[src/rtl/irrigation_scheduler_if.sv]
// Request/actuator bundle for irrigation_scheduler.
// master: decision logic / bench side. slave: scheduler side.
// IRRIGATION_SCHED_STATS_EN adds the completed-run counter regaCount.
interface irrigation_scheduler_if;
  logic       reqGotejamento;
  logic       reqAspersao;
  logic       reqValvula;
  logic       alarmeIn;
  logic       alarmAck;
  logic       gotejamento;
  logic       aspersao;
  logic       valvulaEntrada;
  logic       alarme;
  logic [2:0] stateCode;
`ifdef IRRIGATION_SCHED_STATS_EN
  logic [7:0] regaCount;

  modport master (
    output reqGotejamento, reqAspersao, reqValvula, alarmeIn, alarmAck,
    input  gotejamento, aspersao, valvulaEntrada, alarme, stateCode, regaCount
  );
  modport slave (
    input  reqGotejamento, reqAspersao, reqValvula, alarmeIn, alarmAck,
    output gotejamento, aspersao, valvulaEntrada, alarme, stateCode, regaCount
  );
`else
  modport master (
    output reqGotejamento, reqAspersao, reqValvula, alarmeIn, alarmAck,
    input  gotejamento, aspersao, valvulaEntrada, alarme, stateCode
  );
  modport slave (
    input  reqGotejamento, reqAspersao, reqValvula, alarmeIn, alarmAck,
    output gotejamento, aspersao, valvulaEntrada, alarme, stateCode
  );
`endif
endinterface

[src/rtl/irrigation_scheduler.sv]
// Irrigation sequencer: synchronises raw requests, grants one watering mode at a
// time, bounds each run, enforces a rest period and latches alarms until acked.
// Optional IRRIGATION_SCHED_STATS_EN adds a saturating completed-run counter.
module irrigation_scheduler #(
  parameter int unsigned TICK_DIV      = 1000,
  parameter int unsigned MAX_RUN_TICKS = 60,
  parameter int unsigned PAUSE_TICKS   = 10
) (
  input logic                   clk,
  input logic                   rstN,
  irrigation_scheduler_if.slave bus
);

  localparam int unsigned TimerMax = (MAX_RUN_TICKS > PAUSE_TICKS) ? MAX_RUN_TICKS : PAUSE_TICKS;
  localparam int unsigned TickW    = (TICK_DIV > 1) ? $clog2(TICK_DIV) : 1;
  localparam int unsigned TimerW   = $clog2(TimerMax + 1);

  typedef enum logic [2:0] {
    StIdle  = 3'd0,
    StDrip  = 3'd1,
    StSpray = 3'd2,
    StPause = 3'd3,
    StFault = 3'd4
  } stateT;

  // Reset synchroniser: asynchronous assertion, release after two edges.
  logic [1:0] rstSyncQ;
  logic       rstSyncN;

  always_ff @(posedge clk or negedge rstN) begin
    if (!rstN) rstSyncQ <= 2'b00;
    else       rstSyncQ <= {rstSyncQ[0], 1'b1};
  end

  assign rstSyncN = rstSyncQ[1];

  // Two-flop synchronisers for the asynchronous request/alarm inputs.
  logic [3:0] syncMeta;
  logic [3:0] syncQ;
  logic       sGot, sAsp, sValv, sAlarme;

  always_ff @(posedge clk or negedge rstSyncN) begin
    if (!rstSyncN) begin
      syncMeta <= 4'b0000;
      syncQ    <= 4'b0000;
    end else begin
      syncMeta <= {bus.alarmeIn, bus.reqValvula, bus.reqAspersao, bus.reqGotejamento};
      syncQ    <= syncMeta;
    end
  end

  assign sGot    = syncQ[0];
  assign sAsp    = syncQ[1];
  assign sValv   = syncQ[2];
  assign sAlarme = syncQ[3];

  // Free-running tick prescaler; phase is never realigned to state changes.
  logic [TickW-1:0] tickCnt;
  logic             tick;

  assign tick = (tickCnt == TickW'(TICK_DIV - 1));

  always_ff @(posedge clk or negedge rstSyncN) begin
    if (!rstSyncN)  tickCnt <= '0;
    else if (tick)  tickCnt <= '0;
    else            tickCnt <= tickCnt + 1'b1;
  end

  stateT             stateQ, stateD;
  logic [TimerW-1:0] timerQ;
  logic              runExpired;
  logic              pauseExpired;

  assign runExpired   = tick && (timerQ == TimerW'(MAX_RUN_TICKS - 1));
  assign pauseExpired = tick && (timerQ == TimerW'(PAUSE_TICKS - 1));

  // Next-state logic; alarm entry overrides every other transition.
  always_comb begin
    stateD = stateQ;
    if (sAlarme) begin
      stateD = StFault;
    end else begin
      unique case (stateQ)
        StIdle: begin
          if (sGot)      stateD = StDrip;
          else if (sAsp) stateD = StSpray;
        end
        StDrip:  if (!sGot || runExpired) stateD = StPause;
        StSpray: if (!sAsp || runExpired) stateD = StPause;
        StPause: if (pauseExpired)        stateD = StIdle;
        // sAlarme is already known low here, so an ack releases the fault.
        StFault: if (bus.alarmAck)        stateD = StPause;
        default: stateD = StIdle;
      endcase
    end
  end

  // State register.
  always_ff @(posedge clk or negedge rstSyncN) begin
    if (!rstSyncN) stateQ <= StIdle;
    else           stateQ <= stateD;
  end

  // Tick timer: cleared on every state entry, saturating otherwise.
  always_ff @(posedge clk or negedge rstSyncN) begin
    if (!rstSyncN)                                timerQ <= '0;
    else if (stateD != stateQ)                    timerQ <= '0;
    else if (tick && timerQ != TimerW'(TimerMax)) timerQ <= timerQ + 1'b1;
  end

  // Moore outputs registered from next-state so actuators never glitch.
  logic gotQ, aspQ, valvQ, alarmeQ;

  always_ff @(posedge clk or negedge rstSyncN) begin
    if (!rstSyncN) begin
      gotQ    <= 1'b0;
      aspQ    <= 1'b0;
      valvQ   <= 1'b0;
      alarmeQ <= 1'b0;
    end else begin
      gotQ    <= (stateD == StDrip);
      aspQ    <= (stateD == StSpray);
      valvQ   <= (stateD != StFault) && sValv;
      alarmeQ <= (stateD == StFault);
    end
  end

  assign bus.gotejamento    = gotQ;
  assign bus.aspersao       = aspQ;
  assign bus.valvulaEntrada = valvQ;
  assign bus.alarme         = alarmeQ;
  assign bus.stateCode      = stateQ;

`ifdef IRRIGATION_SCHED_STATS_EN
  logic [7:0] regaCountQ;
  logic       runDone;

  // Only a normal run end counts; fault entry bypasses PAUSE and is excluded.
  assign runDone = ((stateQ == StDrip) || (stateQ == StSpray)) && (stateD == StPause);

  // Saturating completed-run counter.
  always_ff @(posedge clk or negedge rstSyncN) begin
    if (!rstSyncN)                         regaCountQ <= 8'd0;
    else if (runDone && regaCountQ != 8'hFF) regaCountQ <= regaCountQ + 8'd1;
  end

  assign bus.regaCount = regaCountQ;
`endif

endmodule

[src/flat_wrapper.sv]
// flat-port wrapper written by rule: the top's interface ports become plain ports
module irrigation_scheduler_flat 
#(
  parameter int unsigned TICK_DIV      = 1000,
  parameter int unsigned MAX_RUN_TICKS = 60,
  parameter int unsigned PAUSE_TICKS   = 10
)
  (clk, rstN, bus_reqGotejamento, bus_reqAspersao, bus_reqValvula, bus_alarmeIn, bus_alarmAck, bus_gotejamento, bus_aspersao, bus_valvulaEntrada, bus_alarme, bus_stateCode);
  irrigation_scheduler_if bus_i ();
  input logic clk;
  input logic rstN;
  input wire logic [$bits(bus_i.reqGotejamento)-1:0] bus_reqGotejamento;
  input wire logic [$bits(bus_i.reqAspersao)-1:0] bus_reqAspersao;
  input wire logic [$bits(bus_i.reqValvula)-1:0] bus_reqValvula;
  input wire logic [$bits(bus_i.alarmeIn)-1:0] bus_alarmeIn;
  input wire logic [$bits(bus_i.alarmAck)-1:0] bus_alarmAck;
  output wire logic [$bits(bus_i.gotejamento)-1:0] bus_gotejamento;
  output wire logic [$bits(bus_i.aspersao)-1:0] bus_aspersao;
  output wire logic [$bits(bus_i.valvulaEntrada)-1:0] bus_valvulaEntrada;
  output wire logic [$bits(bus_i.alarme)-1:0] bus_alarme;
  output wire logic [$bits(bus_i.stateCode)-1:0] bus_stateCode;
  assign bus_i.reqGotejamento = bus_reqGotejamento;
  assign bus_i.reqAspersao = bus_reqAspersao;
  assign bus_i.reqValvula = bus_reqValvula;
  assign bus_i.alarmeIn = bus_alarmeIn;
  assign bus_i.alarmAck = bus_alarmAck;
  assign bus_gotejamento = bus_i.gotejamento;
  assign bus_aspersao = bus_i.aspersao;
  assign bus_valvulaEntrada = bus_i.valvulaEntrada;
  assign bus_alarme = bus_i.alarme;
  assign bus_stateCode = bus_i.stateCode;
  irrigation_scheduler #(.TICK_DIV(TICK_DIV), .MAX_RUN_TICKS(MAX_RUN_TICKS), .PAUSE_TICKS(PAUSE_TICKS)) u_core (.clk(clk), .rstN(rstN), .bus(bus_i));
endmodule
[config.mk]
export PLATFORM = sky130hd
export DESIGN_NAME = irrigation_scheduler_flat
export DESIGN_NICKNAME = d
export VERILOG_FILES = /design/src/rtl/irrigation_scheduler_if.sv /design/src/rtl/irrigation_scheduler.sv /design/src/flat_wrapper.sv
export SDC_FILE = /design/constraint.sdc
export NUM_CORES = 1
export LEC_CHECK = 0
export CAP_MARGIN = 15
export CORE_UTILIZATION = 44
export DETAILED_ROUTE_END_ITERATION = 10
export PLACE_DENSITY_LB_ADDON = 0.15
export SKIP_LAST_GASP = 1
export SLEW_MARGIN = 20
export SYNTH_ARGS = -nofsm -noshare
export SYNTH_HDL_FRONTEND = slang
export SYNTH_SLANG_ARGS = --single-unit
export TNS_END_PERCENT = 30
[constraint.sdc]
create_clock -name clk -period 1.15 [get_ports clk]
set_clock_uncertainty 0.15 [all_clocks]
set_input_delay 0.1725 -clock clk [delete_from_list [all_inputs] [get_ports clk]]
set_output_delay 0.1725 -clock clk [all_outputs]
set_load 0.05 [all_outputs]
======== After elaboration in Yosys (flattened, before gate mapping) ========
Index checks and enable logic that the tools add are counted.
Widths: inputs -> output; s select.
storage, ports and cells
  register bits after elaboration ......... 33
  word-level logic and storage cells ...... 46
cells by class
  reduce and logical (&&, ||, !) cells .... 10
  mux-type cells .......................... 11
  $add $sub $neg .......................... 2
  equal/unequal tests ..................... 13
operators with widths
  cell                   count
  $mux 3                 7
  $pmux 3 s5             1
  $mux 6                 2
  $add 10x1->10 const B  1
  $eq 10x10->1 const B   1
  $mux 10                1
  $eq 3x2->1 const B     3
  $add 6x1->6 const B    1
  $eq 3x1->1 const B     2
  $eq 3x3->1 const B     2
  $eq 6x4->1 const B     1
  $eq 6x6->1 const B     1
  $ne 6x6->1 const B     1
  $logic_and 1x1->1      4
  $logic_not 3->1        1
  $ne 3x3->1             1
  $ne 3x3->1 const B     1
  $logic_not 1->1        2
  $logic_or 1x1->1       2
  $reduce_bool 2->1      1

======== Longest topological paths before layout ========
  depth in word-level cells ............... 8
  gate-level depth with buffers ........... 7
  mapped depth without buffers ............ 7

======== Least setup slack after synthesis ========
No wires, ideal clock.
  kind .................................... register -> register
  start point ............................. register u_core.stateQ[2] (netlist: u_core.bus.stateCode[2])
  end point ............................... register u_core.timerQ[0]
  clock period less this slack ............ 2.014 ns
  arrival time ............................ 1.734 ns
  stages on the path, launching flop included .. 8
  required time ........................... 0.870 ns
  slack ................................... -0.864 ns
  buffers on the path ..................... 2
  library setup time ...................... 0.130 ns
  cell sequence ........................... dfrtp_1 clkbuf_1 clkbuf_1 nor2_1 nand3_1 o21ai_1 o211ai_2 nor2_1
between the ends
  longest elaborated chain between the ends .. 6
  elaborated cells on any way between the ends .. 16
  those cells by class .................... 5 x eq/ne; 9 x mux; 2 x reduce/logical
RTL lines
  what                                         RTL line                     RTL
  start: declaration                           irrigation_scheduler.sv:69   stateT stateQ, stateD;
  start signal: assignment                     irrigation_scheduler.sv:100  if (!rstSyncN) stateQ <= StIdle;
  start signal: assignment                     irrigation_scheduler.sv:101  else stateQ <= stateD;
  $mux 3                                       irrigation_scheduler.sv:86   else if (sAsp) stateD = StSpray;
  $mux 3                                       irrigation_scheduler.sv:85   if (sGot) stateD = StDrip;
  $pmux 3 s5                                   irrigation_scheduler.sv:83   unique case (stateQ)
  $mux 3                                       irrigation_scheduler.sv:80   if (sAlarme) begin
  $ne 3x3->1 *                                 irrigation_scheduler.sv:107  else if (stateD != stateQ) timerQ <= '0;
  $mux 6 or $reduce_bool 2->1 (tied branches)  -
  end signal: assignment                       irrigation_scheduler.sv:108  else if (tick && timerQ != TimerW'(TimerMax)) timerQ <= timerQ + 1'b1;
  end: declaration                             irrigation_scheduler.sv:70   logic [TimerW-1:0] timerQ;
Every way passes the cells marked *; elsewhere a longest branch is shown, timed or not.
A chain may end at the register's enable or synchronous reset.

======== Worst setup path after layout ========
  start point ............................. register u_core.tickCnt[1]
  end point ............................... register u_core.gotQ (netlist: u_core.bus.gotejamento)
between the ends
  longest elaborated chain between the ends .. 7
  elaborated cells on any way between the ends .. 11
  those cells by class .................... 2 x eq/ne; 5 x mux; 4 x reduce/logical
RTL lines
  what                                 RTL line                                                RTL
  start: declaration                   irrigation_scheduler.sv:58                              logic [TickW-1:0] tickCnt;
  start signal: assignment             irrigation_scheduler.sv:66                              else tickCnt <= tickCnt + 1'b1;
  $eq 10x10->1 *                       irrigation_scheduler.sv:61                              assign tick = (tickCnt == TickW'(TICK_DIV - 1));
  $logic_and 1x1->1                    irrigation_scheduler.sv:74                              assign runExpired = tick && (timerQ == TimerW'(MAX_RUN_TICKS - 1));
  $logic_or 1x1->1 (on tied branches)  irrigation_scheduler.sv:89, irrigation_scheduler.sv:88
  $mux 3 (on tied branches)            irrigation_scheduler.sv:89, irrigation_scheduler.sv:88
  $pmux 3 s5 *                         irrigation_scheduler.sv:83
  $mux 3 *                             irrigation_scheduler.sv:80
  $eq 3x1->1 *                         irrigation_scheduler.sv:121                             gotQ <= (stateD == StDrip);
  end signal: assignment               irrigation_scheduler.sv:121
  end: declaration                     irrigation_scheduler.sv:112                             logic gotQ, aspQ, valvQ, alarmeQ;
Marked as above.

==> metrics.md <==
| Metric | Value |
|---|---|
| Status | `finished with violations` |
| Failing checks | `setup timing` |
| Largest family of logic cells by synthesized area | `simple AND/OR/NAND/NOR gates` |
| Final count of pins violating max slew | `0` |
| Nets | `~240` |
| Routed vias/inst | `~5.4` |
| Multiplexer area fraction after synthesis | `under 10%` |
| Area leader, netlist | `dfrtp_1` |
| CP peak stage delay | `440 ps` |
| Clock root cell | `clkbuf_8` |
| Post-synth EDFFs | `0` |
| Met2 routed wirelength | `just over 2000 µm` |
| Fraction of registers with async set or reset after synthesis | `100%` |
| Area of the die | `slightly below 4000 µm²` |
| CTS H-tree lvls | `2` |
| Post-Synth XOR/XNOR Area | `5.39%` |
| Grt total ovfl | `0` |
| Minimum clock period | `1890 ps` |
| Buffers and inverters on the worst path | `1` |
| Met3 wire length | `between 150 and 200 µm` |
| Placer Congestion | `between 0.8 and 0.9` |
| RSZ-0062 raised after global routing | `true` |
| Adder-Cell Fraction of Synth Area | `between 3 and 4%` |
| Maximum capacitance violations | `0` |
| Post-Synth Simple-Gate Area | `around a quarter` |
| Wire per inst | `~14 µm` |
| Post-synth net total | `169` |
| Worst endpoint required time | `1190 ps` |
| Final period util | `165%` |
| Antenna Nets Post-Route | `0` |
| Compound-Gate Fraction of Synth Area | `roughly a tenth` |
| Logic pwr share | `19.9%` |
| Mapped cell area | `around 1600 µm²` |
| Cells taking the most area after synthesis | `dfrtp_1 (51%), nor2_1 (5.3%), xnor2_1 (3.8%)` |
| F_max | `0.528 GHz` |
| Initial core utilization | `a little under half` |
| NetSw | `just over 800 µW` |
| Mapped Cells | `158` |
| Peak VDD IR | `870 µV` |
| Fin Setup TNS | `-13,060 ps` |
| Post-layout util | `just over 70%` |
| Vias in the first global route | `between 1.5k and 2k` |
| Clock share of power | `37.6%` |
| Layout area overhead | `53.5%` |
| Initial antenna violation count | `0` |
| # rows | `21` |
| Largest net degree at the start of global routing | `17` |
| Count leader, synth | `dfrtp_1` |
| Global-route usage over all layers | `22.7%` |
| Main synth FF type | `dfrtp_1` |
| Worst setup path class | `flop to flop` |
| Core footprint | `around 3400 µm²` |
| Cts bufs inserted | `5` |
| Crit end category | `flop` |
| First-iteration detailed-routing DRC count | `between 90 and 100` |
| HP Class | `flop to asynchronous set/reset pin` |
| Vias | `~1.5k` |
| Final worst setup slack | `-744 ps` |
| Die height | `62.8 µm` |
| Power Dens Cells | `~1200 nW/µm²` |
| Critical-path cell list | `ha_2 -> nand3b_1 -> nor4_4 -> buf_4 -> or4_4 -> and4b_1` |
| Die Span X | `roughly 63 µm` |
| Top sig layer | `met4` |
| Sequential share of the synthesized area | `between 50% and 60%` |
| Top cells by count, synth | `dfrtp_1 (33), nor2_1 (23), nand2_1 (9)` |
| Unique masters post-synth | `44` |
| Clock sink count | `33` |
| Arrival @ worst endpoint | `1940 ps` |
| Clock transition at path regs | `about 70 ps` |
| Final hold violations | `0` |
| Setup Viol. Count Final | `30` |
| Maximum fanout along the worst path | `4` |
| M1 WL | `1540 µm` |
| Post-synth top area share | `50.8%` |
| Boundary Pins | `14` |
| Ratio of cells with drive above 1 in the final layout | `41.6%` |
| TritonCTS clock tree | `done` |
| Nature of the critical path startpoint | `flop` |
| Switch share | `between 20% and 30%` |
| Detailed Route WL | `approximately 3900 µm` |
| Average cell area after synthesis | `roughly 10 µm²` |
| P_int | `between 2000 and 2500 µW` |
| Bufs on Longest Clock Path | `2` |
| Seq pwr share | `between 40% and 50%` |
| Warnings, synthesis | `0` |
| HPWL Detailed | `2770 µm` |
| First-pass GRT wire length | `between 6000 and 7000 µm` |
| Top delay family on crit path | `simple AND/OR/NAND/NOR gates` |
| FF+latch count, synth | `33` |
| Residual DRC | `0` |
| Worst path slowest cell | `or4_4` |
| P_leak | `0.00117 µW` |
| Port Buffers | `13` |
| Drt pass-1 iters | `4` |
| Antenna cells | `0` |
| Clk_lat worst skew | `300 ps` |
cell families (layout without fill, tap and decap cells):
| logic type | after synthesis | after routing |
|---|---|---|
| AND/OR/NAND/NOR | 70 | 70 |
| flip-flops | 33 | 33 |
| AO/OA/AOI/OAI | 25 | 25 |
| buffers and inverters | 11 | 79 |
| XOR/XNOR | 10 | 10 |
| adder cells (fa/ha/maj) | 4 | 4 |
| multiplexers | 4 | 4 |
| other | 1 | 1 |
flip-flops by register name (all words and copies together) (netlist names):
register,flops
u_core.tickCnt,10
u_core.timerQ,6
u_core.syncMeta,4
u_core.syncQ,4
u_core.bus.stateCode,3
u_core.rstSyncQ,2
u_core.bus.alarme,1
u_core.bus.aspersao,1
u_core.bus.gotejamento,1
u_core.bus.valvulaEntrada,1
timing repair:
item,in CTS,in global routing
buffers inserted,3,1
hold buffers,1,0
resized for setup,9,7
endpoints found under the hold margin,2,0
setup endpoints to repair,29,30
pin swaps,6,7
layout make-up:
class                           instances  area, µm²
Tap cell                               46       57.6
Sequential cell                        33        830
Timing Repair Buffer                   65        626
Multi-Input combinational cell        114        842
Clock buffer                            5       68.8
Clock inverter                          3       46.3
Fill cell                             231        950
Inverter                                6       22.5
layout by cell type, fill, tap and decap left out, types with 4 or more instances in the layout:
| master | count |
|---|---|
| inv_1 | 5 |
| buf_12 | 9 |
| buf_4 | 47 |
| clkdlybuf4s50_1 | 6 |
| nor3_1 | 6 |
| nor2_1 | 21 |
| o21ai_0 | 4 |
| xnor2_1 | 7 |
| dfrtp_1 | 30 |
| nand3_1 | 6 |
| nand2_1 | 8 |
| clkbuf_8 | 5 |
| a21oi_1 | 5 |
per-layer routing:
metal / up-vias / track usage [%]
met3: 15 / 7.66
met1: 712 / 24.9
met5: - / 0
met4: 0 / 12.8
li1: 684 / -
met2: 46 / 38.0
final timing paths:
| path | end | slack (ps) | startpoint | cells after the start |
|---|---|---|---|---|
| hold / removal | u_core.syncMeta[2] | 8 | u_core.rstSyncQ[1] | 0 |
| setup reg to reg | u_core.bus.gotejamento | -740 | u_core.tickCnt[1] | 6 |
| max in group asynchronous | u_core.rstSyncQ[0] | 300 | rstN | 2 |
| hold reg to reg | u_core.syncMeta[2] | 8 | u_core.rstSyncQ[1] | 0 |
| min in group clk | u_core.syncMeta[0] | 160 | bus_reqGotejamento | 1 |
| setup / recovery | u_core.bus.gotejamento | -740 | u_core.tickCnt[1] | 6 |
power groups by stage:
stage                     Sequential (µW)  Combinational, µW  Clock [µW]
after floorplan                      1350                198           0
after global placement               1280                541           0
after detailed placement             1280                551           0
after CTS                            1260                579        1130
after global routing                 1260                631        1180
final                                1260                589        1110
stage by stage:
| stage | instances | setup WS (ps) | hold WS, ps | instance area [µm²] | power, µW |
|---|---|---|---|---|---|
| after global placement | 259 | -734 | 4.36 | 2270 | 1820 |
| final | 272 | -744 | 8.05 | 2490 | 2960 |
| after CTS | 271 | -739 | 17.3 | 2450 | 2970 |
| after detailed placement | 259 | -803 | 10.6 | 2270 | 1830 |
| after global routing | 272 | -807 | 38.6 | 2490 | 3080 |
| after floorplan | 158 | -703 | -273 | 1660 | 1550 |
(Power assumes the default switching activity.)
